`src/rtl/gpu_pkg.sv`:
```
// gpu_pkg: shared constants and types for the GPU pixel output path.
//   Screen geometry and coordinate/colour widths, the queued pixel record
//   and the framebuffer writer FSM state encoding.
package gpu_pkg;
  localparam int WIDTH_BITS    = 10;
  localparam int HEIGHT_BITS   = 9;
  localparam int CHANNEL_BITS  = 8;
  localparam int SCREEN_WIDTH  = 640;
  localparam int SCREEN_HEIGHT = 480;
  localparam int ADDR_BITS     = WIDTH_BITS + HEIGHT_BITS;

  typedef struct packed {
    logic [ADDR_BITS-1:0]    addr;
    logic [CHANNEL_BITS-1:0] r;
    logic [CHANNEL_BITS-1:0] g;
    logic [CHANNEL_BITS-1:0] b;
  } pixel_t;

  typedef enum logic {
    WR_IDLE = 1'b0,
    WR_REQ  = 1'b1
  } wr_state_e;
endpackage

```
`src/rtl/gpu_pixel_fifo.sv`:
```
// gpu_pixel_fifo: parameterised synchronous FIFO (DEPTH power of two, >= 2).
//   clk, rst (sync active-high), push_i/din_i, pop_i, dout_o (head, combinational
//   read), full_o, empty_o, count_o. Push while full and pop while empty are ignored.
module gpu_pixel_fifo #(
  parameter  int DATA_W = 8,
  parameter  int DEPTH  = 4,
  localparam int PTR_W  = $clog2(DEPTH),
  localparam int CNT_W  = PTR_W + 1
) (
  input  logic              clk,
  input  logic              rst,
  input  logic              push_i,
  input  logic [DATA_W-1:0] din_i,
  input  logic              pop_i,
  output logic [DATA_W-1:0] dout_o,
  output logic              full_o,
  output logic              empty_o,
  output logic [CNT_W-1:0]  count_o
);
  logic [DATA_W-1:0] mem_q [DEPTH];
  logic [PTR_W-1:0]  wr_ptr_q, rd_ptr_q;
  logic [CNT_W-1:0]  count_q;
  logic              do_push, do_pop;

  assign full_o  = (count_q == CNT_W'(DEPTH));
  assign empty_o = (count_q == '0);
  assign count_o = count_q;
  assign dout_o  = mem_q[rd_ptr_q];
  assign do_push = push_i && !full_o;
  assign do_pop  = pop_i && !empty_o;

  // Storage carries no reset; only pointers and count define validity.
  always_ff @(posedge clk) begin
    if (do_push) mem_q[wr_ptr_q] <= din_i;
  end

  // Pointers wrap naturally because DEPTH is a power of two.
  always_ff @(posedge clk) begin
    if (rst) begin
      wr_ptr_q <= '0;
      rd_ptr_q <= '0;
      count_q  <= '0;
    end else begin
      if (do_push) wr_ptr_q <= wr_ptr_q + 1'b1;
      if (do_pop)  rd_ptr_q <= rd_ptr_q + 1'b1;
      case ({do_push, do_pop})
        2'b10:   count_q <= count_q + 1'b1;
        2'b01:   count_q <= count_q - 1'b1;
        default: count_q <= count_q;
      endcase
    end
  end
endmodule

```
`src/rtl/gpu_framebuffer_writer.sv`:
```
// gpu_framebuffer_writer: pixel sink that range-checks incoming (x,y,r,g,b),
//   computes the linear framebuffer address, queues pixels and writes them to
//   memory over a req/ack handshake.
//   In : clk, n_rst (sync, active-high), pixel_valid_i, x_i, y_i, r_i, g_i, b_i,
//        mem_ack_i
//   Out: pixel_ready_o, mem_req_o, mem_addr_o, mem_wdata_o ({r,g,b}), busy_o,
//        drop_count_o (saturating count of off-screen pixels)
module gpu_framebuffer_writer
  import gpu_pkg::*;
#(
  parameter int SCREEN_WIDTH  = gpu_pkg::SCREEN_WIDTH,
  parameter int SCREEN_HEIGHT = gpu_pkg::SCREEN_HEIGHT,
  parameter int WIDTH_BITS    = gpu_pkg::WIDTH_BITS,
  parameter int HEIGHT_BITS   = gpu_pkg::HEIGHT_BITS,
  parameter int CHANNEL_BITS  = gpu_pkg::CHANNEL_BITS,
  parameter int FIFO_DEPTH    = 4,
  parameter int ADDR_BITS     = WIDTH_BITS + HEIGHT_BITS
) (
  input  logic                      clk,
  input  logic                      n_rst,
  input  logic                      pixel_valid_i,
  input  logic [WIDTH_BITS-1:0]     x_i,
  input  logic [HEIGHT_BITS-1:0]    y_i,
  input  logic [CHANNEL_BITS-1:0]   r_i,
  input  logic [CHANNEL_BITS-1:0]   g_i,
  input  logic [CHANNEL_BITS-1:0]   b_i,
  output logic                      pixel_ready_o,
  output logic                      mem_req_o,
  output logic [ADDR_BITS-1:0]      mem_addr_o,
  output logic [3*CHANNEL_BITS-1:0] mem_wdata_o,
  input  logic                      mem_ack_i,
  output logic                      busy_o,
  output logic [15:0]               drop_count_o
);
  localparam int DATA_W = 3 * CHANNEL_BITS;
  localparam int PIX_W  = ADDR_BITS + DATA_W;
  localparam int CNT_W  = $clog2(FIFO_DEPTH) + 1;

  logic                 in_range, accept, push, pop;
  logic [ADDR_BITS-1:0] addr_calc;
  logic [PIX_W-1:0]     fifo_dout;
  logic                 fifo_full, fifo_empty;
  logic [CNT_W-1:0]     fifo_count;

  wr_state_e            state_q;
  logic                 req_q;
  logic [ADDR_BITS-1:0] addr_q;
  logic [DATA_W-1:0]    wdata_q;
  logic [15:0]          drop_q, drop_d;

  // No pop-through: a full FIFO refuses input even on a popping edge.
  assign pixel_ready_o = !fifo_full;
  assign accept        = pixel_valid_i && pixel_ready_o;
  assign in_range      = (int'(x_i) < SCREEN_WIDTH) && (int'(y_i) < SCREEN_HEIGHT);
  assign push          = accept && in_range;
  assign addr_calc     = ADDR_BITS'(y_i) * ADDR_BITS'(SCREEN_WIDTH) + ADDR_BITS'(x_i);

  // Refill the output registers whenever they are free: in IDLE, or on the
  // ack edge in REQ so back-to-back writes run at one per cycle.
  assign pop = !fifo_empty && ((state_q == WR_IDLE) || mem_ack_i);

  gpu_pixel_fifo #(.DATA_W(PIX_W), .DEPTH(FIFO_DEPTH)) u_fifo (
    .clk    (clk),
    .rst    (n_rst),
    .push_i (push),
    .din_i  ({addr_calc, r_i, g_i, b_i}),
    .pop_i  (pop),
    .dout_o (fifo_dout),
    .full_o (fifo_full),
    .empty_o(fifo_empty),
    .count_o(fifo_count)
  );

  always_ff @(posedge clk) begin
    if (n_rst) begin
      state_q <= WR_IDLE;
      req_q   <= 1'b0;
      addr_q  <= '0;
      wdata_q <= '0;
    end else begin
      case (state_q)
        WR_IDLE: if (!fifo_empty) begin
          {addr_q, wdata_q} <= fifo_dout;
          req_q   <= 1'b1;
          state_q <= WR_REQ;
        end
        WR_REQ: if (mem_ack_i) begin
          if (!fifo_empty) begin
            {addr_q, wdata_q} <= fifo_dout;
          end else begin
            req_q   <= 1'b0;
            state_q <= WR_IDLE;
          end
        end
        default: begin
          req_q   <= 1'b0;
          state_q <= WR_IDLE;
        end
      endcase
    end
  end

  always_comb begin
    drop_d = drop_q;
    if (accept && !in_range && (drop_q != 16'hFFFF)) drop_d = drop_q + 16'd1;
  end

  always_ff @(posedge clk) begin
    if (n_rst) drop_q <= '0;
    else       drop_q <= drop_d;
  end

  assign mem_req_o    = req_q;
  assign mem_addr_o   = addr_q;
  assign mem_wdata_o  = wdata_q;
  assign busy_o       = (fifo_count != '0) || (state_q == WR_REQ);
  assign drop_count_o = drop_q;
endmodule

```
`config.mk`:
```
export PLATFORM = sky130hd
export DESIGN_NAME = gpu_framebuffer_writer
export DESIGN_NICKNAME = d
export VERILOG_FILES = /design/src/rtl/gpu_pkg.sv /design/src/rtl/gpu_pixel_fifo.sv /design/src/rtl/gpu_framebuffer_writer.sv
export SDC_FILE = /design/constraint.sdc
export NUM_CORES = 1
export LEC_CHECK = 0
export ABC_CLOCK_PERIOD_IN_PS = 6500
export BUFFER_PORTS_ARGS = -buffer_cell sky130_fd_sc_hd__clkbuf_2
export CAP_MARGIN = 20
export CORE_UTILIZATION = 35
export DETAILED_ROUTE_END_ITERATION = 10
export PLACE_DENSITY = 0.51
export SETUP_SLACK_MARGIN = 0.15
export SLEW_MARGIN = 20
export SYNTH_ARGS = -nofsm -noshare
export SYNTH_HDL_FRONTEND = slang
export SYNTH_HIERARCHICAL = 1
export SYNTH_SLANG_ARGS = --single-unit
```
`constraint.sdc`:
```
create_clock -name clk -period 6.5 [get_ports clk]
set_input_delay 0.325 -clock clk [delete_from_list [all_inputs] [get_ports clk]]
set_output_delay 0.325 -clock clk [all_outputs]
set_load 0.1 [all_outputs]
```
# Yosys cells after proc, flatten, opt, wreduce, memory -nomap -nowiden

Memories as Yosys holds them, arrays and structs flattened. A register that Yosys moved wholly into a read port is not among the register bits.
Index checks and enable logic that the tools add are counted.

Flip-flop bits (word level): 68
Latch bits: 0
Bits in writable memories: 172
ROM bits: 0
Input port bits: 47
Output and inout port bits: 62
Word-level logic and storage cells: 61
Memories: 1

$add $sub $neg: 6
Multipliers: 1
Div/mod/pow operators: 0
Order comparisons: 2
Equality and inequality tests: 7
Shift operators: 0
Multiplexer cells: 18
Bitwise gates (word level): 1
Reduce and logical (&&, ||, !) cells: 17

Memory list:

| memory       | words | bits a word | rd ports | clocked after memory_dff | write ports | line                 | RTL |
|---|---|---|---|---|---|---|---|
| u_fifo.mem_q | 4     | 43          | 1        | 1                        | 1           | gpu_pixel_fifo.sv:20 | `logic [DATA_W-1:0] mem_q [DEPTH];` |

Operators with widths:

| operator              | number |
|---|---|
| $mux 24               | 2 |
| $pmux 24 s2           | 1 |
| $mux 19               | 2 |
| $pmux 19 s2           | 1 |
| $add 19x10->19        | 1 |
| $add 16x1->16 const B | 1 |
| $ne 16x16->1 const B  | 1 |
| $mul 9x3->12 const B  | 1 |
| $lt 10x10->1 const B  | 1 |
| $lt 9x9->1 const B    | 1 |
| $logic_and 1x1->1     | 8 |
| $mux 1                | 7 |
| $ne 2x2->1 const B    | 3 |
| $pmux 3 s2            | 1 |
| $add 2x1->2 const B   | 2 |
| $mux 2                | 2 |
| $pmux 1 s2            | 2 |
| $add 3x1->3 const B   | 1 |
| $eq 3x3->1 const B    | 1 |
| $logic_not 1->1       | 3 |
| $logic_not 3->1       | 1 |
| $reduce_and 3->1      | 1 |
| $reduce_bool 3->1     | 1 |
| $sub 3x1->3 const B   | 1 |
| 5 further kinds       | 6 |

# Logic depth before layout (Yosys ltp)

Depth after elaboration: 7
Mapped depth: 13
Gate-level depth less buffers: 12

# Cells and area by module

The synthesis kept the hierarchy.

By module, submodules not included:

| module                 | instances | cells an instance | area each (sq um) |
|---|---|---|---|
| gpu_pixel_fifo         | 1         | 279               | 6747.7 |
| gpu_framebuffer_writer | 1         | 376               | 3012.9 |

# Worst setup path after synthesis

Ideal clock, no wire load.

Path kind: reg-to-reg
Start point: reg u_fifo.count_q[0] (netlist: u_fifo/count_o[0])
End point: reg u_fifo.count_q[2] (netlist: u_fifo/count_o[2])
Setup time: 0.070 ns
Arrival: 2.581 ns
Data required time: 6.430 ns
Slack: 3.849 ns
Cell stages (with the launch flop): 14
Period minus slack after synthesis: 2.651 ns
Path through: dfxtp_1 > nor3_2 > nand2b_1 > clkbuf_1 > inv_2 > clkbuf_1 > o31ai_2 > inv_1 > ha_1 > inv_1 > fa_1 > xor2_1 > or3_1 > a21oi_1

Elaborated cells between the ends (all ways): 15
Classes of those cells: 2 x add/sub; 3 x eq/ne; 1 x mux; 9 x reduce/logical

RTL lines:

| item                                                   | line                         | RTL |
|---|---|---|
| start: declaration                                     | gpu_pixel_fifo.sv:22         | `logic [CNT_W-1:0] count_q;` |
| start signal: assignment                               | gpu_pixel_fifo.sv:47         | `2'b10: count_q <= count_q + 1'b1;` |
| start signal: assignment                               | gpu_pixel_fifo.sv:48         | `2'b01: count_q <= count_q - 1'b1;` |
| start signal: assignment                               | gpu_pixel_fifo.sv:49         | `default: count_q <= count_q;` |
| $logic_not 3->1 *                                      | gpu_pixel_fifo.sv:26         | `assign empty_o = (count_q == '0);` |
| named net fifo_empty                                   | gpu_framebuffer_writer.sv:42 | `logic fifo_full, fifo_empty;` |
| $logic_not 1->1 *                                      | gpu_framebuffer_writer.sv:60 | `assign pop = !fifo_empty && ((state_q == WR_IDLE) \|\| mem_ack_i);` |
| $logic_and 1x1->1 *                                    | gpu_framebuffer_writer.sv:60 |  |
| named net pop                                          | gpu_framebuffer_writer.sv:39 | `logic in_range, accept, push, pop;` |
| $logic_and 1x1->1 *                                    | gpu_pixel_fifo.sv:30         | `assign do_pop = pop_i && !empty_o;` |
| named net u_fifo.do_pop                                | gpu_pixel_fifo.sv:23         | `logic do_push, do_pop;` |
| $eq 2x1->1 / $eq 2x2->1 (equally long branches)        | gpu_pixel_fifo.sv:46         | `case ({do_push, do_pop})` |
| $pmux 3 s2 / $reduce_bool 2->1 (equally long branches) | --                           |  |

Mark *: on every way through the listed nets, which the timed path passes. The rest lies on a longest branch.
A chain may end at the register's enable or synchronous reset.

# Final worst setup path

Start point: reg u_fifo.count_q[1] (netlist: u_fifo/count_o[1])
End point: reg u_fifo.count_q[2] (netlist: u_fifo/count_o[2])

Elaborated cells between the ends (all ways): 15
Classes of those cells: 2 x add/sub; 3 x eq/ne; 1 x mux; 9 x reduce/logical

RTL lines:

| item                                                   | line |
|---|---|
| $logic_not 3->1 *                                      | gpu_pixel_fifo.sv:26 |
| named net fifo_empty                                   | gpu_framebuffer_writer.sv:42 |
| $logic_not 1->1 *                                      | gpu_pixel_fifo.sv:30, gpu_framebuffer_writer.sv:60 |
| $logic_and 1x1->1                                      | gpu_framebuffer_writer.sv:60 |
| $logic_and 1x1->1 *                                    | gpu_pixel_fifo.sv:30 |
| named net u_fifo.do_pop                                | gpu_pixel_fifo.sv:23 |
| $eq 2x1->1 / $eq 2x2->1 (equally long branches)        | gpu_pixel_fifo.sv:46 |
| $pmux 3 s2 / $reduce_bool 2->1 (equally long branches) | -- |

Marks and branches as above.

==> reports/results.ini <==
[global_routing]
grt_pass1_wl_um=32400
grt_pass1_vias=5979
antenna_found_initial=1
grt_max_degree=71
overflow=0
grt_usage=0.148

[cells_and_area]
layout-drive-gt1-share=0.264
utilization=0.433
final_nets=870
final_common_cell=edfxtp_1
area_delta_synth_final_pct=20.6
layout_common_cells=edfxtp_1 (172), clkbuf_2 (108), nand2_1 (101), dfxtp_1 (68), a21oi_1 (61)
final_cell_area_mm2=0.0118
num-fill-cells=2532

[routing]
final_antenna_net_count=0
vias=5753
drt-initial-drc-count=259
dr.pass1.iters=6
vias_per_cell=4.83
avgRoutedWirePerCell_um=17.1
drcViolationCount=0
wl_um=20400

[power]
total_leakage_power_uw=0.00418
peakVddDrop_v=0.000223
power.internal_uw=3100
seqPwrFrac=0.389
power.total_uw=5200
p_comb_frac=0.338
p_clk_frac=0.274
swShare=0.404
p_sw_uw=2100
power_density_mw_per_mm2=442

[placement]
dp_slack_ns=3.65
hpwl_um=12300
port_buffers=108
globalplace.congestion=0.752
dpl-instance-area_mm2=0.0107

[worst_setup_path]
arrival_ns=3.19
required_ns=6.94
worst_setup_path_end_kind=flip-flop
path_max_fanout=44
cp-start-kind=flip-flop
critPathKind=flip-flop to flip-flop

[cts]
clk_pin_slew_worst_paths_ns=0.06
post_cts_resized=0
ctsLongestPathBuffers=3
cts_tree=done
worstSkewPairLatency_ns=0.54
numCtsBuffers=26
cts_sinks=242
cts_setup_buffers=0
cts_max_level=1
cts_root_buffer=clkbuf_16

[yosys]
synth_area_mm2=0.00976
synthFlopType=edfxtp_1
ys_types=55
yosys.area.top_type=edfxtp_1
syn_area_per_cell_um2=14.9
synth.area.top_cells=edfxtp_1 (53%), dfxtp_1 (14%), mux4_2 (9.2%)
async_flop_share=0
netlist_instances=655
synth_edf_count=172
ys_ff_latch=242
synth_top_area_frac=0.529
syn-num-nets=728
ys_seq_area_frac=0.673
yosysWarningCount=6

[timing]
fin_ws_ns=3.76
hold_violations=0
fmax_mhz=364
worst_pin_slew_ns=0.932
drv_slew=0
fin_crit_sh=0.422
tns_ns=0
finalSetupViolCount=0
finalCriticalPeriod_ns=2.74
skew_ns=0.0204
rsz0062_at_grt=no
max_slew_margin=0.379

[run_status]
status=finished, final reports clean

[worst_hold_path]
hp-class=primary input to flip-flop

[die]
die-area_mm2=0.0286
num_rows=60
start_util=0.359
die_x_um=169
ioPinCount=109
coreArea_mm2=0.0272
die_h_um=169

[job]
maxCapViolations=0

[power by group through the flow]
| stage | clock network [uW] | registers (uW) | logic [uW] |
|---|---|---|---|
| 2_1_floorplan | 0 | 2750 | 734 |
| 3_3_place_gp | 0 | 2050 | 1740 |
| 3_5_place_dp | 0 | 2060 | 1760 |
| 4_1_cts | 1470 | 2030 | 1770 |
| 5_1_grt | 1530 | 2060 | 1860 |
| 6_report | 1420 | 2020 | 1750 |
[sequential cells by signal (all words and copies together) (netlist names), named ones only]
signal           cells
drop_count_o        16
mem_addr_o          19
mem_req_o            1
mem_wdata_o         24
state_q              1
u_fifo/count_o       3
u_fifo/mem_q       172
u_fifo/rd_ptr_q      2
u_fifo/wr_ptr_q      2
[worst max-delay path: stages, from the launching register on]
cell      delay [ns]
dfxtp_1         0.37
nor3_2          0.35
nand2b_2        0.18
buf_4           0.48
inv_2           0.08
o31ai_2         0.10
inv_1           0.09
ha_1            0.21
inv_1           0.07
fa_1            0.19
xor2_1          0.07
or3_1           0.30
a21oi_1         0.15
[worst paths after layout]
path,depth (start not counted),from,endpoint,slack [ns]
max reg2reg,12,u_fifo/count_o[1]$_SDFFE_PP0P_,u_fifo/count_o[2]$_SDFFE_PP0P_,3.76
min reg2reg,2,mem_wdata_o[16]$_SDFFE_PP0P_,mem_wdata_o[16]$_SDFFE_PP0P_,0.45
max,12,u_fifo/count_o[1]$_SDFFE_PP0P_,u_fifo/count_o[2]$_SDFFE_PP0P_,3.76
min,1,x_i[1],u_fifo/mem_q[1][25]$_DFFE_PP_,0.02
[cell families (layout without fill, tap and decap cells)]
group,count (synthesis),count (layout),share of synthesized area
AO/OA/AOI/OAI,88,88,0.0513
XOR/XNOR,25,25,0.0244
adder cells (fa/ha/maj),26,26,0.0356
buffers and inverters,46,208,0.0258
flip-flops,242,242,0.673
multiplexers,45,45,0.102
other,0,1,0
AND/OR/NAND/NOR,183,183,0.0878
[Yosys cell counts (all sizes together), types with 11 or more instances]
library cell  number
a21oi             61
dfxtp             70
ha                23
edfxtp           172
o21ai             13
nand2            101
inv               17
mux4              43
buf               11
xnor2             13
clkbuf            18
nor2              30
xor2              12
[per-layer routing]
layer,wire length [um],global-route usage,vias to the layer above,share of wire
met5,0,0,-,0
met4,363,0.0415,0,0.018
met3,740,0.0229,29,0.036
met2,10100,0.254,102,0.50
met1,9150,0.193,2903,0.45
li1,-,-,2719,-
[metrics by stage]
step,std cells,hold slack [ns]
after floorplan,655,0.424
after global placement,1114,0.441
after detailed placement,1114,0.446
after CTS,1189,0.00476
after global routing,1190,0.00800
final,1190,0.0212
[area by class of cell]
| cell class | count | area, um2 | area share |
|---|---|---|---|
| inverters | 17 | 63.8 | 0.00542 |
| diodes | 1 | 2.50 | 0.000213 |
| repair buffers | 143 | 871 | 0.0740 |
| clock buffers | 32 | 683 | 0.0581 |
| flip-flops and latches | 242 | 6570 | 0.558 |
| multi-input cells | 367 | 2950 | 0.251 |
| well taps | 372 | 465 | 0.0396 |
| clock inverters | 16 | 160 | 0.0136 |
[what timing repair did]
item,CTS,global route
hold buffers,27,0
setup endpoints to repair,0,0
hold endpoints to repair,99,0
Note: power is estimated with default switching activity, not from simulation.
